<file path="src/rtl/exe_stage_pkg.sv">
// Shared definitions for the execute stage: bus widths, ALU op bit positions,
// memory access size codes, divide-capture states and the ID->EX payload layout.
package exe_stage_pkg;

  localparam int unsigned DS_TO_ES_BUS_WD = 158;
  localparam int unsigned ES_TO_MS_BUS_WD = 74;
  localparam int unsigned ALU_OP_WD       = 19;

  localparam int unsigned ALU_ADD   = 0;
  localparam int unsigned ALU_SUB   = 1;
  localparam int unsigned ALU_SLT   = 2;
  localparam int unsigned ALU_SLTU  = 3;
  localparam int unsigned ALU_AND   = 4;
  localparam int unsigned ALU_NOR   = 5;
  localparam int unsigned ALU_OR    = 6;
  localparam int unsigned ALU_XOR   = 7;
  localparam int unsigned ALU_SLL   = 8;
  localparam int unsigned ALU_SRL   = 9;
  localparam int unsigned ALU_SRA   = 10;
  localparam int unsigned ALU_LUI   = 11;
  localparam int unsigned ALU_MUL   = 12;
  localparam int unsigned ALU_MULH  = 13;
  localparam int unsigned ALU_MULHU = 14;
  localparam int unsigned ALU_DIV   = 15;
  localparam int unsigned ALU_MOD   = 16;
  localparam int unsigned ALU_DIVU  = 17;
  localparam int unsigned ALU_MODU  = 18;

  localparam logic [ALU_OP_WD-1:0] DIV_OP_MASK = 19'h78000;

  localparam logic [1:0] MEM_SIZE_B = 2'd0;
  localparam logic [1:0] MEM_SIZE_H = 2'd1;
  localparam logic [1:0] MEM_SIZE_W = 2'd2;

  typedef enum logic [1:0] {
    DIV_IDLE = 2'd0,
    DIV_WAIT = 2'd1,
    DIV_DONE = 2'd2
  } div_state_e;

  // Field order matches the ID stage's concatenation, MSB first.
  typedef struct packed {
    logic [ALU_OP_WD-1:0] alu_op;
    logic [31:0]          src1;
    logic [31:0]          src2;
    logic [31:0]          rkd;
    logic [31:0]          pc;
    logic [4:0]           dest;
    logic                 gr_we;
    logic                 mem_we;
    logic                 res_from_mem;
    logic [1:0]           mem_size;
    logic                 ld_uns;
  } ds_to_es_bus_t;

endpackage

</file>
<file path="src/rtl/exe_store_fmt.sv">
// Store formatting: byte-lane strobes from access size and low address bits,
// store data replicated across all lanes.
module exe_store_fmt
  import exe_stage_pkg::*;
(
  input  logic [1:0]  i_size,
  input  logic [1:0]  i_addr_lo,
  input  logic [31:0] i_rkd,
  output logic [3:0]  o_wstrb,
  output logic [31:0] o_wdata
);

  always_comb begin
    o_wstrb = 4'hf;
    o_wdata = i_rkd;
    case (i_size)
      MEM_SIZE_B: begin
        o_wstrb = 4'b0001 << i_addr_lo;
        o_wdata = {4{i_rkd[7:0]}};
      end
      MEM_SIZE_H: begin
        o_wstrb = i_addr_lo[1] ? 4'b1100 : 4'b0011;
        o_wdata = {2{i_rkd[15:0]}};
      end
      default: begin
        o_wstrb = 4'hf;
        o_wdata = i_rkd;
      end
    endcase
  end

endmodule

</file>
<file path="src/rtl/exe_stage.sv">
// Execute pipeline stage: holds the ID->EX bundle, drives the external ALU,
// absorbs multi-cycle divide latency and issues data-SRAM requests.
module exe_stage
  import exe_stage_pkg::*;
(
  input  logic                       clk,
  input  logic                       resetn,
  input  logic                       ds_to_es_valid,
  input  logic [DS_TO_ES_BUS_WD-1:0] ds_to_es_bus,
  output logic                       es_allowin,
  input  logic                       ms_allowin,
  output logic                       es_to_ms_valid,
  output logic [ES_TO_MS_BUS_WD-1:0] es_to_ms_bus,
  output logic [ALU_OP_WD-1:0]       alu_op,
  output logic [31:0]                alu_src1,
  output logic [31:0]                alu_src2,
  input  logic [31:0]                alu_result,
  input  logic                       alu_div_ready_go,
  output logic                       data_sram_en,
  output logic [3:0]                 data_sram_we,
  output logic [31:0]                data_sram_addr,
  output logic [31:0]                data_sram_wdata,
  output logic                       es_fwd_valid,
  output logic [4:0]                 es_fwd_dest,
  output logic [31:0]                es_fwd_data,
  output logic                       es_fwd_block
);

  ds_to_es_bus_t r_ds;
  logic          r_es_valid;
  div_state_e    r_state;
  div_state_e    w_state_nxt;
  logic [31:0]   r_div_buf;
  logic          w_capture;
  logic          w_div_done;
  logic          w_is_div;
  logic          w_es_ready_go;
  logic          w_fire;
  logic [31:0]   w_result;
  logic [3:0]    w_wstrb;
  logic [31:0]   w_wdata;

  assign w_div_done    = (r_state == DIV_DONE);
  assign w_is_div      = |(r_ds.alu_op & DIV_OP_MASK);
  assign w_es_ready_go = ~w_is_div | w_div_done | alu_div_ready_go;
  assign es_allowin    = ~r_es_valid | (w_es_ready_go & ms_allowin);
  assign es_to_ms_valid = r_es_valid & w_es_ready_go;
  assign w_fire        = r_es_valid & w_es_ready_go & ms_allowin;

  always_ff @(posedge clk) begin
    if (!resetn) begin
      r_es_valid <= 1'b0;
      r_ds       <= '0;
    end else if (es_allowin) begin
      r_es_valid <= ds_to_es_valid;
      if (ds_to_es_valid) r_ds <= ds_to_es_bus;
    end
  end

  // A divide leaving in the same cycle its result appears never enters DONE;
  // only a divide stalled by MEM captures into the buffer.
  always_comb begin
    w_state_nxt = r_state;
    w_capture   = 1'b0;
    unique case (r_state)
      DIV_IDLE, DIV_WAIT: begin
        if (r_es_valid && w_is_div) begin
          if (!alu_div_ready_go) begin
            w_state_nxt = DIV_WAIT;
          end else if (!ms_allowin) begin
            w_state_nxt = DIV_DONE;
            w_capture   = 1'b1;
          end else begin
            w_state_nxt = DIV_IDLE;
          end
        end else begin
          w_state_nxt = DIV_IDLE;
        end
      end
      DIV_DONE: if (ms_allowin) w_state_nxt = DIV_IDLE;
      default:  w_state_nxt = DIV_IDLE;
    endcase
  end

  always_ff @(posedge clk) begin
    if (!resetn) begin
      r_state   <= DIV_IDLE;
      r_div_buf <= '0;
    end else begin
      r_state <= w_state_nxt;
      if (w_capture) r_div_buf <= alu_result;
    end
  end

  assign alu_op   = (r_es_valid && !w_div_done) ? r_ds.alu_op : '0;
  assign alu_src1 = r_ds.src1;
  assign alu_src2 = r_ds.src2;
  assign w_result = w_div_done ? r_div_buf : alu_result;

  assign es_to_ms_bus = {r_ds.res_from_mem, r_ds.gr_we, r_ds.dest, r_ds.ld_uns,
                         r_ds.mem_size, w_result, r_ds.pc};

  exe_store_fmt u_store_fmt (
    .i_size    (r_ds.mem_size),
    .i_addr_lo (alu_result[1:0]),
    .i_rkd     (r_ds.rkd),
    .o_wstrb   (w_wstrb),
    .o_wdata   (w_wdata)
  );

  assign data_sram_en    = w_fire & (r_ds.mem_we | r_ds.res_from_mem);
  assign data_sram_we    = (w_fire && r_ds.mem_we) ? w_wstrb : 4'h0;
  assign data_sram_addr  = alu_result;
  assign data_sram_wdata = w_wdata;

  assign es_fwd_valid = r_es_valid & r_ds.gr_we & (r_ds.dest != 5'd0);
  assign es_fwd_dest  = r_ds.dest;
  assign es_fwd_data  = w_result;
  assign es_fwd_block = es_fwd_valid & (r_ds.res_from_mem | ~w_es_ready_go);

endmodule

</file>
<file path="config.mk">
export PLATFORM = sky130hd
export DESIGN_NAME = exe_stage
export DESIGN_NICKNAME = d
export VERILOG_FILES = /design/src/rtl/exe_stage_pkg.sv /design/src/rtl/exe_store_fmt.sv /design/src/rtl/exe_stage.sv
export SDC_FILE = /design/constraint.sdc
export NUM_CORES = 1
export LEC_CHECK = 0
export ABC_CLOCK_PERIOD_IN_PS = 5200
export CORE_AREA = 2 2 178 180
export DETAILED_ROUTE_END_ITERATION = 8
export DIE_AREA = 0 0 180 182
export GPL_TIMING_DRIVEN = 0
export HOLD_SLACK_MARGIN = 0.02
export PLACE_DENSITY_LB_ADDON = 0.1
export SYNTH_ARGS = -nofsm -noshare
export SYNTH_HDL_FRONTEND = slang
export SYNTH_SLANG_ARGS = --single-unit
</file>
<file path="constraint.sdc">
create_clock -name clk -period 5.2 [get_ports clk]
set_input_delay 1.3 -clock clk [delete_from_list [all_inputs] [get_ports clk]]
set_output_delay 1.3 -clock clk [all_outputs]
set_load 0.02 [all_outputs]
</file>
* After elaboration in Yosys (flattened, before gate mapping)
Cells that the tools add are included.
** Storage, ports and cells
- Register bits after elaboration :: 193
- Latch bits :: 0
- RAM bits :: 0
- Bits in read-only memories :: 0
- Output and inout port bits :: 267
- Memories :: 0
** Operators by class
- $add $sub $neg :: 0
- $mul :: 0
- Div/mod/pow operators :: 0
- $lt $le $gt $ge :: 0
- Equality and inequality tests :: 4
- Shifts and indexed selects :: 1
- Muxes and demuxes :: 15
- Bitwise gates (word level) :: 15
- Reduce and logical (&&, ||, !) cells :: 10
** Operators by type and width (number)
- $pmux 32 s2 :: 1
- $mux 32 :: 1
- $mux 19 :: 1
- $mux 2 :: 4
- $mux 4 :: 2
- $pmux 4 s2 :: 1
- $and 1x1->1 :: 7
- $or 1x1->1 :: 5
- $reduce_bool 5->1 :: 1
- $eq 2x1->1 const B :: 2
- $logic_not 2->1 :: 2
- $mux 1 :: 4
- $pmux 2 s2 :: 1
- $reduce_or 4->1 :: 1
- $shl 1x2->4 const A :: 1
- $logic_and 1x1->1 :: 3
- $not 1->1 :: 3
- $eq 2x2->1 const B :: 1
- $ne 2x2->1 const B :: 1
- $reduce_and 2->1 :: 1
- $reduce_or 2->1 :: 1
- $logic_not 1->1 :: 1

* Logic depth before layout (Yosys ltp)
Gate-level depths: netlist of the first run.
- Depth in word-level cells :: 8
- Mapped depth :: 6

* Hierarchy
A second synthesis of the first run with hierarchy kept.
** Second synthesis, totals
- Cell total of the unflattened synthesis :: 1230
- Area, all modules :: 10226.1 µm²
** By module, submodules not included
- exe_stage :: times used 1, cells an instance 1170, area each 9701.8 µm², sequential area each 3863.7 µm²
- exe_store_fmt :: times used 1, cells an instance 60, area each 524.3 µm², sequential area each 0.0 µm²

* Worst setup path after synthesis of the first run
Ideal clock, no wire load.
- Path kind :: input to output
- Start point :: input alu_result[1]
- End point :: output es_to_ms_bus[33]
- Data arrival time :: 2139 ps
- Setup slack :: 1761 ps
- Cell stages on the path :: 3
- Path buffers :: 1
- Path through :: inv_1 > o21ai_0 > buf_4
** On the way
- Word-level cells in the longest chain between the ends :: 1
** RTL lines
- from (decl) :: RTL line exe_stage.sv:17 : input logic [31:0] alu_result,
- $mux 32 :: RTL line exe_stage.sv:98 : assign w_result = w_div_done ? r_div_buf : alu_result;
- to (decl) :: RTL line exe_stage.sv:13 : output logic [ES_TO_MS_BUS_WD-1:0] es_to_ms_bus,
No other way between the ends.

* Worst setup path in the final report of the first run
- Start point :: input alu_div_ready_go
- End point :: output data_sram_we[2]
** On the way
- Word-level cells in the longest chain between the ends :: 5
** RTL lines
- from (decl) :: RTL line exe_stage.sv:18 : input logic alu_div_ready_go,
- $or 1x1->1 :: RTL line exe_stage.sv:45 : assign w_es_ready_go = ~w_is_div | w_div_done | alu_div_ready_go;
- $and 1x1->1 (2 in series) :: RTL line exe_stage.sv:48 : assign w_fire = r_es_valid & w_es_ready_go & ms_allowin;
- $logic_and 1x1->1 :: RTL line exe_stage.sv:112 : assign data_sram_we = (w_fire && r_ds.mem_we) ? w_wstrb : 4'h0;
- $mux 4 :: RTL line exe_stage.sv:112
- to (decl) :: RTL line exe_stage.sv:20 : output logic [3:0] data_sram_we,
No other way between the ends.

==> results of run 1 <==
metrics by stage:
stage / util / setup slack [ps] / power, mW / hold slack (ps)
global placement: 0.488 / 581 / 2.82 / 438
global route: 0.508 / 330 / 4.33 / 465
detailed placement: 0.488 / 531 / 2.83 / 445
floorplan: - / 1760 / 2.28 / 430
finish: 0.508 / 533 / 4.15 / 454
CTS: 0.507 / 515 / 4.20 / 456
sequential cells by signal, summed over array words and instances (netlist names):
name	count
alu_src1	32
alu_src2	32
es_fwd_dest	5
es_to_ms_bus	37
r_div_buf	32
r_ds	52
r_es_valid	1
r_state	2
worst min-delay path by stage:
| stage | cells past startpoint | start | endpoint | slack (ps) |
|---|---|---|---|---|
| after floorplan | 2 | r_ds[139]$_SDFFE_PN0P_ | r_ds[139]$_SDFFE_PN0P_ | 430 |
| after global placement | 2 | r_ds[143]$_SDFFE_PN0P_ | r_ds[143]$_SDFFE_PN0P_ | 440 |
| after detailed placement | 2 | r_ds[151]$_SDFFE_PN0P_ | r_ds[151]$_SDFFE_PN0P_ | 440 |
| after CTS | 2 | r_ds[141]$_SDFFE_PN0P_ | r_ds[141]$_SDFFE_PN0P_ | 460 |
| after global routing | 2 | r_ds[152]$_SDFFE_PN0P_ | r_ds[152]$_SDFFE_PN0P_ | 470 |
| final | 2 | r_ds[152]$_SDFFE_PN0P_ | r_ds[152]$_SDFFE_PN0P_ | 450 |
worst min-delay path, cell delays in order, from the launching register on:
cell and delay [ps]:
dfxtp_1 310, nand2_1 50, mux2i_1 50
cell families (layout without fill, tap and decap cells):
logic type	Yosys count	after routing	synth area share
flops	193	193	0.385
simple gates	489	489	0.197
buf+inv	274	766	0.177
mux	182	182	0.184
other cells	0	5	0
compound gates	88	88	0.0560
area by class of cell:
type	count	share of cell area
diodes	5	0.000795
repair buffers	460	0.293
well taps	402	0.0320
flip-flops and latches	193	0.245
inverters	4	0.000954
multi-input cells	759	0.279
plain buffers	270	0.112
clock buffers	18	0.0279
clock inverters	14	0.00954
layer usage:
metal  vias up  global-route usage
li1       4758                   -
met1      4373               0.233
met2       342               0.378
met3        49              0.0670
met4         4              0.0803
met5         -                   0
power by group:
part | leakage (nW) | switching, mW | internal (mW) | total (mW)
clock network | 0.296 | 0.631 | 0.732 | 1.36
logic | 4.85 | 0.541 | 0.608 | 1.15
registers | 1.58 | 0.0600 | 1.57 | 1.63
layout by cell type (no fill, tap or decap), drive strengths merged, types with 16 or more instances in the layout:
master / instances
nand2: 418
o21ai: 45
mux2: 16
clkbuf: 86
clkdlybuf4s50: 460
buf: 202
mux2i: 166
a21boi: 32
dfxtp: 193
and3: 19
nand3: 32
==> metrics.csv, run 1 <==
stage;metric;value;unit
run_status;status;completed;
power_and_ir_drop;LEAKAGE;6.74;nW
setup_path;critical path launch point type;primary input;
placement;placed cells;2088;
power_and_ir_drop;Cell Pwr Density;263;nW/um2
placement;routability-driven placement congestion ratio;0.780;
clocking;CTS Hold Buffers Added;0;
clocking;CTS max path bufs;2;
synth;Synth Net Count;1421;
synth;synth unique cells;34;
clocking;post_cts resized;0;
clocking;clock buffer count from CTS;17;
sta;RSZ-0062 raised after global routing;false;
die;die area;32800;um2
synth;Yosys Warn Count;0;
detailed_routing;Routed WL;35400;um
setup_path;Critical R2R Launch;r_ds[157]$_SDFFE_PN0P_;
die;Die X;180;um
die;Initial Util;0.324;
sta;fmax;0.214;GHz
finish;fin area;15700;um2
setup_path;CP most frequent cell;clkdlybuf4s50_1;
clocking;H-tree Lvls;4;
setup_path;delay-heaviest family, CP;buffers and inverters;
synth;top-count cell post-synth;nand2_1;
sta;Final Hold Violating Endpoints;0;
synth;register area share after synthesis;0.385;
global_routing;total grt overflow;0;
detailed_routing;vias per cell;4.48;
setup_path;crit path to;data_sram_we[2];
setup_path;crit path from;alu_div_ready_go;
sta;Setup TNS;0;ps
sta;Final Cycle Share;0.898;
synth;Yosys top cell area share;0.385;
detailed_routing;DRT iter0 DRCs;366;
die;Die H;182;um
finish;layout cells sized above 1;0.146;
global_routing;vias in the first global route;9382;
setup_path;Worst EP arrival;3370;ps
synth;count of flip-flops with a built-in enable after synthesis;0;
sta;Final Max Tran Viols;0;
sta;fin crit period;4670;ps
clocking;CTS Sinks;193;
setup_path;kind of critical path;in -> out;
setup_path;Buf/Inv on CP;2;
synth;fraction of registers with async set/reset;0;
setup_path;CP max FO;8;
placement;Area after DPL;15100;um2
die;IO Count;462;
job;number of max-cap violations;0;
sta;Setup Skew;12.2;ps
synth;Area contributors post-synth;dfxtp_1, mux2i_1, nand2_1;
setup_path;R2R Path End;r_ds[140]$_SDFFE_PN0P_;
clocking;root buffer cell;clkbuf_16;
global_routing;GRT Resource Usage Total;0.211;
die;core footprint;31000;um2
sta;Finish-stage setup viols;0;
clocking;clk slew on worst S/H paths;60;ps
global_routing;pin count of the biggest net entering global routing;18;
global_routing;initial antenna violation count;7;
detailed_routing;Max Used Layer;met5;
setup_path;R2R depth;6;
min_path;Hold Path Class;reg -> reg;
clocking;Setup Fix Bufs, Post-CTS;0;
synth;Mapped Cells;1226;
detailed_routing;Metal-1 WL;13900;um
clocking;CTS tree;built;
detailed_routing;post-detailed-route wirelength per cell;16.7;um
finish;Fillers;3060;
setup_path;critical path, cell by cell;clkdlybuf4s50_1 -> o311ai_0 -> nor2_1 -> clkdlybuf4s50_1;
synth;Synth Flop Type;dfxtp_1;
detailed_routing;WL met2;17700;um
finish;layout net count;1900;
synth;post-synthesis sequential element count;193;
finish;Register Area;3860;um2
setup_path;crit path max-delay cell type;o311ai_0;
finish;Layout Cells excl Fill;2125;
detailed_routing;post-route ant nets;0;
synth;post-synthesis average cell area;8.18;um2
setup_path;Crit path required time;3900;ps
setup_path;critical path endpoint category;output port;
sta;Slew HR;0.434;
detailed_routing;Pre-Repair DR Iteration Count;5;
global_routing;first-pass GRT wire length;53900;um
clocking;clk_lat worst skew;440;ps
synth;post-synth design cell area;10000;um2
sta;worst-margin pin slew;846;ps
setup_path;crit-path max cell delay;740;ps
detailed_routing;# DRC;0;
setup_path;R2R Setup Slk;2740;ps
setup_path;Stages on worst setup path;4;
placement;post-DP HPWL;27800;um
synth;Yosys top cell by area;dfxtp_1;
finish;Layout area overhead;57.0;%
finish;area occupied by multi-input gates;4390;um2
detailed_routing;wire length on met3;2840;um
power_and_ir_drop;peak supply drop;170;uV
placement;Buffers on Ports;460;
synth;commonest cells in the netlist;nand2_1, buf_4, dfxtp_1;
detailed_routing;vias;9526;
die;FP Rows;65;
Power figures use the tool's default switching activity.
==> run 2: changes to the inputs <==
Settings changed: CELL_PAD_IN_SITES_DETAIL_PLACEMENT from default to 0, CELL_PAD_IN_SITES_GLOBAL_PLACEMENT from default to 1, CORE_AREA 2 2 178 180 to default, CORE_MARGIN from default to 2, CORE_UTILIZATION from default to 32, DIE_AREA 0 0 180 182 to default, GPL_TIMING_DRIVEN 0 to default.
==> run 2 against run 1 <==
  * Hold slack got worse by 0.93 ps
  * Critical path depth unchanged
  * Maximum frequency increased by 0.61%
  * Highest routed layer unchanged
  * First-iteration DRC count increased by 17%
  * Clock skew about the same
  * Non-clock buffer count decreased by 253
  * Global-route usage decreased by 1.8 points
  * Final cell count decreased by 12%
==> metrics.csv, run 2 (synthesis results as in run 1) <==
stage;metric;value;unit
sta;Setup TNS;0;ps
power_and_ir_drop;clock share of power;0.335;
die;die area;32800;um2
sta;fmax;0.216;GHz
sta;Finish-stage setup viols;0;
sta;Final Max Tran Viols;0;
clocking;CTS max path bufs;2;
setup_path;crit path max-delay cell type;o311ai_0;
min_path;Hold Path Class;reg -> reg;
sta;Setup Skew;12.6;ps
detailed_routing;# DRC;0;
die;Die H;181;um
setup_path;CP max FO;8;
finish;fin area;14100;um2
setup_path;crit-path max cell delay;800;ps
die;Die X;181;um
finish;max reg flops;52;
clocking;CTS Sinks;193;
power_and_ir_drop;sw frac;0.298;
detailed_routing;Pre-Repair DR Iteration Count;5;
placement;post-DP HPWL;23400;um
setup_path;critical path launch point type;primary input;
finish;Register Area;3860;um2
clocking;CTS tree;built;
clocking;H-tree Lvls;4;
clocking;clk slew on worst S/H paths;70;ps
power_and_ir_drop;Net Switching;1.18;mW
finish;Largest Register;r_ds;
power_and_ir_drop;LEAKAGE;5.72;nW
global_routing;GRT Resource Usage Total;0.193;
finish;Fillers;3081;
global_routing;initial antenna violation count;6;
sta;worst-margin pin slew;1040;ps
setup_path;critical path, cell by cell;clkdlybuf4s50_1 -> o311ai_0 -> nor2_1 -> clkdlybuf4s50_1;
finish;Layout area overhead;41.0;%
finish;most frequent cells in the layout;clkdlybuf4s50_1, nand2_1, dfxtp_1;
detailed_routing;vias per cell;4.56;
finish;layout cells sized above 1;0.0451;
power_and_ir_drop;peak supply drop;161;uV
global_routing;pin count of the biggest net entering global routing;173;
power_and_ir_drop;Pint;2.78;mW
placement;routability-driven placement congestion ratio;0.810;
setup_path;CP most frequent cell;clkdlybuf4s50_1;
detailed_routing;post-route ant nets;0;
setup_path;Buf/Inv on CP;2;
power_and_ir_drop;Tot Pwr;3.95;mW
power_and_ir_drop;Reg power frac;0.413;
finish;layout net count;1647;
clocking;clk_lat worst skew;440;ps
global_routing;total grt overflow;0;
finish;area occupied by multi-input gates;4410;um2
sta;Final Hold Violating Endpoints;0;
die;FP Rows;64;
clocking;root buffer cell;clkbuf_16;
placement;Buffers on Ports;461;
finish;commonest non-fill, non-tap cell in the layout;clkdlybuf4s50_1;
clocking;Setup Fix Bufs, Post-CTS;0;
global_routing;vias in the first global route;8275;
clocking;CTS Hold Buffers Added;0;
power_and_ir_drop;Logic pwr share;0.252;
power_and_ir_drop;Cell Pwr Density;280;nW/um2
sta;Final WS setup;561;ps
clocking;post_cts resized;0;
placement;worst setup slack after placement;620;ps
die;Initial Util;0.326;
detailed_routing;vias;8484;
setup_path;Worst EP arrival;3340;ps
sta;RSZ-0062 raised after global routing;false;
setup_path;critical path endpoint category;output port;
clocking;clock buffer count from CTS;17;
detailed_routing;DRT iter0 DRCs;427;
run_status;status;completed;
sta;fin crit period;4640;ps
die;core footprint;30700;um2
setup_path;kind of critical path;in -> out;
global_routing;first-pass GRT wire length;49100;um
sta;Final Cycle Share;0.892;
sta;Slew HR;0.309;
detailed_routing;post-detailed-route wirelength per cell;17.5;um
placement;Area after DPL;13600;um2
job;number of max-cap violations;0;
die;IO Count;462;
setup_path;Crit path required time;3900;ps
sta;Final Hold Slack;453;ps
setup_path;delay-heaviest family, CP;buffers and inverters;
detailed_routing;Routed WL;32500;um
==> run 2: cell count changes in the layout (fill, tap and decap cells not counted), moves of 2 or more <==
cell,before,now
clkinv_2,4,2
inv_6,7,4
buf_6,2,0
diode_2,5,2
buf_1,2,0
clkbuf_1,68,1
buf_2,3,0
clkinv_4,1,3
buf_12,0,4
buf_4,195,12
==> run 2: power by group through the flow <==
stage	combinational, mW	sequential, mW	clock, mW
global route	1.07	1.65	1.43
CTS	1.01	1.63	1.37
floorplan	0.629	1.65	0
finish	0.996	1.63	1.33
detailed placement	1.01	1.67	0
global placement	1.00	1.66	0
==> run 2: metrics by stage <==
step | std cells | utilization
2_1_floorplan | 1226 | -
3_3_place_gp | 1829 | 0.441
3_5_place_dp | 1829 | 0.441
4_1_cts | 1858 | 0.460
5_1_grt | 1859 | 0.460
6_report | 1860 | 0.460
==> run 2: final cells by class <==
type	instances	share of cell area
multi-input combinational	759	0.312
inverter	4	0.00106
tap	396	0.0350
sequential	193	0.273
clock inverter	11	0.00929
clock buffer	18	0.0304
timing repair buffer	477	0.339
antenna	2	0.000354
==> run 2: final timing paths <==
check	startpoint	to	slack (ps)	cells past startpoint
setup reg to reg	r_state[1]$_SDFFE_PN0P_	r_ds[43]$_SDFFE_PN0P_	2590	5
hold reg to reg	r_ds[153]$_SDFFE_PN0P_	r_ds[153]$_SDFFE_PN0P_	450	2
setup / recovery	alu_div_ready_go	data_sram_we[2]	560	4
hold / removal	r_ds[153]$_SDFFE_PN0P_	r_ds[153]$_SDFFE_PN0P_	450	2
==> run 2: worst min-delay path, stage by stage (launching register included) <==
cell and delay [ps]:
dfxtp_1 310, nand2_1 50, mux2i_1 50
==> run 2: layer usage <==
| layer | GRT usage | vias up | routed length (um) |
|---|---|---|---|
| met4 | 0.0608 | 8 | 584 |
| met1 | 0.214 | 3899 | 12800 |
| li1 | - | 4238 | - |
| met2 | 0.337 | 304 | 16000 |
| met3 | 0.0766 | 35 | 3010 |
| met5 | 0 | - | 53 |
==> run 3: changes to the inputs <==
Settings changed: CORE_MARGIN 2 to default.
==> run 3 against run 2 <==
  * Cell area down 0.17%
  * Register-to-register slack worse by 400 ps
  * Setup slack better by 65 ps
  * First-iteration DRC count up 21%
  * Sequential share of layout area about the same
  * Via count down 0.54%
  * Critical endpoint is now data_sram_we[1]
  * Largest power group unchanged
  * Highest routed layer unchanged
==> metrics.csv, run 3 (synthesis results as in run 1) <==
stage;metric;value;unit
run_status;status;completed;
die;IO Count;462;
power_and_ir_drop;Reg power frac;0.418;
power_and_ir_drop;Logic pwr share;0.252;
setup_path;CP max FO;8;
die;die area;32000;um2
clocking;H-tree Lvls;4;
placement;Buffers on Ports;461;
sta;Final WS setup;626;ps
setup_path;kind of critical path;in -> out;
finish;Layout area overhead;40.8;%
global_routing;first-pass GRT wire length;46900;um
setup_path;Worst EP arrival;3270;ps
setup_path;R2R depth;4;
setup_path;crit path max-delay cell type;clkdlybuf4s50_1;
clocking;clk_lat worst skew;430;ps
sta;fmax;0.219;GHz
power_and_ir_drop;Pint;2.78;mW
setup_path;R2R Path End;es_to_ms_bus[5]$_SDFFE_PN0P_;
finish;max reg flops;52;
power_and_ir_drop;Cell Pwr Density;278;nW/um2
job;number of max-cap violations;0;
clocking;CTS max path bufs;2;
setup_path;Critical R2R Launch;r_state[1]$_SDFFE_PN0P_;
min_path;Worst Hold Path EP;r_ds[149]$_SDFFE_PN0P_;
placement;post-DP HPWL;22900;um
clocking;CTS Sinks;193;
detailed_routing;post-detailed-route wirelength per cell;17.4;um
detailed_routing;vias;8438;
setup_path;critical path launch point type;primary input;
finish;layout net count;1644;
setup_path;R2R Setup Slk;2190;ps
detailed_routing;DRT iter0 DRCs;517;
detailed_routing;Routed WL;32300;um
detailed_routing;post-route ant nets;0;
sta;worst-margin pin slew;1260;ps
die;Die X;179;um
sta;Final Max Tran Viols;0;
die;core footprint;30700;um2
power_and_ir_drop;Tot Pwr;3.93;mW
global_routing;GRT Resource Usage Total;0.196;
min_path;hold_sp;r_ds[149]$_SDFFE_PN0P_;
sta;Final Cycle Share;0.880;
clocking;post_cts resized;0;
setup_path;CP most frequent cell;clkdlybuf4s50_1;
setup_path;critical path, cell by cell;clkdlybuf4s50_1 -> and2_1 -> o311ai_0 -> buf_4 -> a21oi_1 -> clkdlybuf4s50_1;
setup_path;critical path endpoint category;output port;
die;Die H;179;um
power_and_ir_drop;sw frac;0.293;
placement;routability-driven placement congestion ratio;0.823;
finish;Core Util, Final;0.460;
min_path;Worst Hold Depth;2;
global_routing;vias in the first global route;7846;
sta;RSZ-0062 raised after global routing;false;
power_and_ir_drop;Net Switching;1.15;mW
global_routing;initial antenna violation count;6;
setup_path;crit-path max cell delay;680;ps
detailed_routing;# DRC;0;
setup_path;delay-heaviest family, CP;buffers and inverters;
min_path;Hold Path Class;reg -> reg;
global_routing;pin count of the biggest net entering global routing;170;
power_and_ir_drop;peak supply drop;170;uV
setup_path;Buf/Inv on CP;3;
power_and_ir_drop;clock share of power;0.331;
sta;Final Hold Violating Endpoints;0;
finish;layout cells sized above 1;0.0432;
clocking;CTS tree;built;
finish;Largest Register;r_ds;
power_and_ir_drop;LEAKAGE;5.69;nW
die;FP Rows;64;
setup_path;crit path from;ms_allowin;
clocking;root buffer cell;clkbuf_16;
clocking;clk slew on worst S/H paths;70;ps
sta;Setup Skew;13.4;ps
finish;commonest non-fill, non-tap cell in the layout;clkdlybuf4s50_1;
die;Initial Util;0.327;
sta;Setup TNS;0;ps
detailed_routing;vias per cell;4.54;
placement;worst setup slack after placement;647;ps
sta;Finish-stage setup viols;0;
detailed_routing;Pre-Repair DR Iteration Count;4;
sta;fin crit period;4570;ps
sta;Slew HR;0.161;
clocking;CTS Hold Buffers Added;0;
finish;most frequent cells in the layout;clkdlybuf4s50_1, nand2_1, dfxtp_1;
clocking;Setup Fix Bufs, Post-CTS;0;
setup_path;Crit path required time;3900;ps
global_routing;total grt overflow;0;
clocking;clock buffer count from CTS;17;
run 3: cell count changes in the layout (fill, tap and decap cells not counted), sizes merged:
cell,change
buf,-3
bufinv,-1
clkbuf,+5
clkinv,-2
clkinvlp,+3
diode,+2
inv,-4
run 3: how the worst max path moves through the flow:
| stage | end | slack (ps) | depth (start not counted) |
|---|---|---|---|
| 6_report | data_sram_we[1] | 630 | 6 |
| 4_1_cts | data_sram_we[1] | 620 | 6 |
| 3_5_place_dp | data_sram_we[1] | 650 | 6 |
| 5_1_grt | data_sram_we[3] | 570 | 6 |
| 3_3_place_gp | data_sram_we[3] | 660 | 6 |
| 2_1_floorplan | es_to_ms_bus[33] | 1760 | 3 |
run 3: per-layer routing:
layer,vias up,wire length (um),global-route usage,share of wire
met4,6,478,0.0621,0.015
met5,-,47,0,0.0015
met1,3850,12800,0.227,0.40
li1,4245,-,-,-
met3,30,2910,0.0715,0.090
met2,307,16100,0.333,0.50
run 3: final cells by class:
type | count | area [um2]
Timing Repair Buffer | 474 | 4750
Multi-Input combinational cell | 759 | 4410
Tap cell | 396 | 495
Clock buffer | 23 | 488
Clock inverter | 7 | 78.8
Sequential cell | 193 | 3860
Fill cell | 3065 | 16600
Antenna cell | 4 | 10.0
Inverter | 4 | 15.0
run 3: worst reg2reg max path, cell delays in order (launching register included):
cell	delay, ps
dfxtp_1	470
nand2b_2	730
a311oi_4	630
buf_12	490
mux2i_1	600
run 3: stage by stage:
step / std cells / instance area (um2) / hold WS, ps
6_report: 1860 / 14100 / 452
5_1_grt: 1858 / 14100 / 473
4_1_cts: 1856 / 14100 / 456
3_5_place_dp: 1826 / 13500 / 443
3_3_place_gp: 1826 / 13500 / 439
2_1_floorplan: 1226 / 10000 / 430
run 3: power groups by stage:
stage	clock, mW	combinational, mW	sequential [mW]
floorplan	0	0.629	1.65
global placement	0	0.993	1.67
detailed placement	0	0.996	1.67
CTS	1.35	0.999	1.64
global route	1.42	1.06	1.65
finish	1.30	0.988	1.64
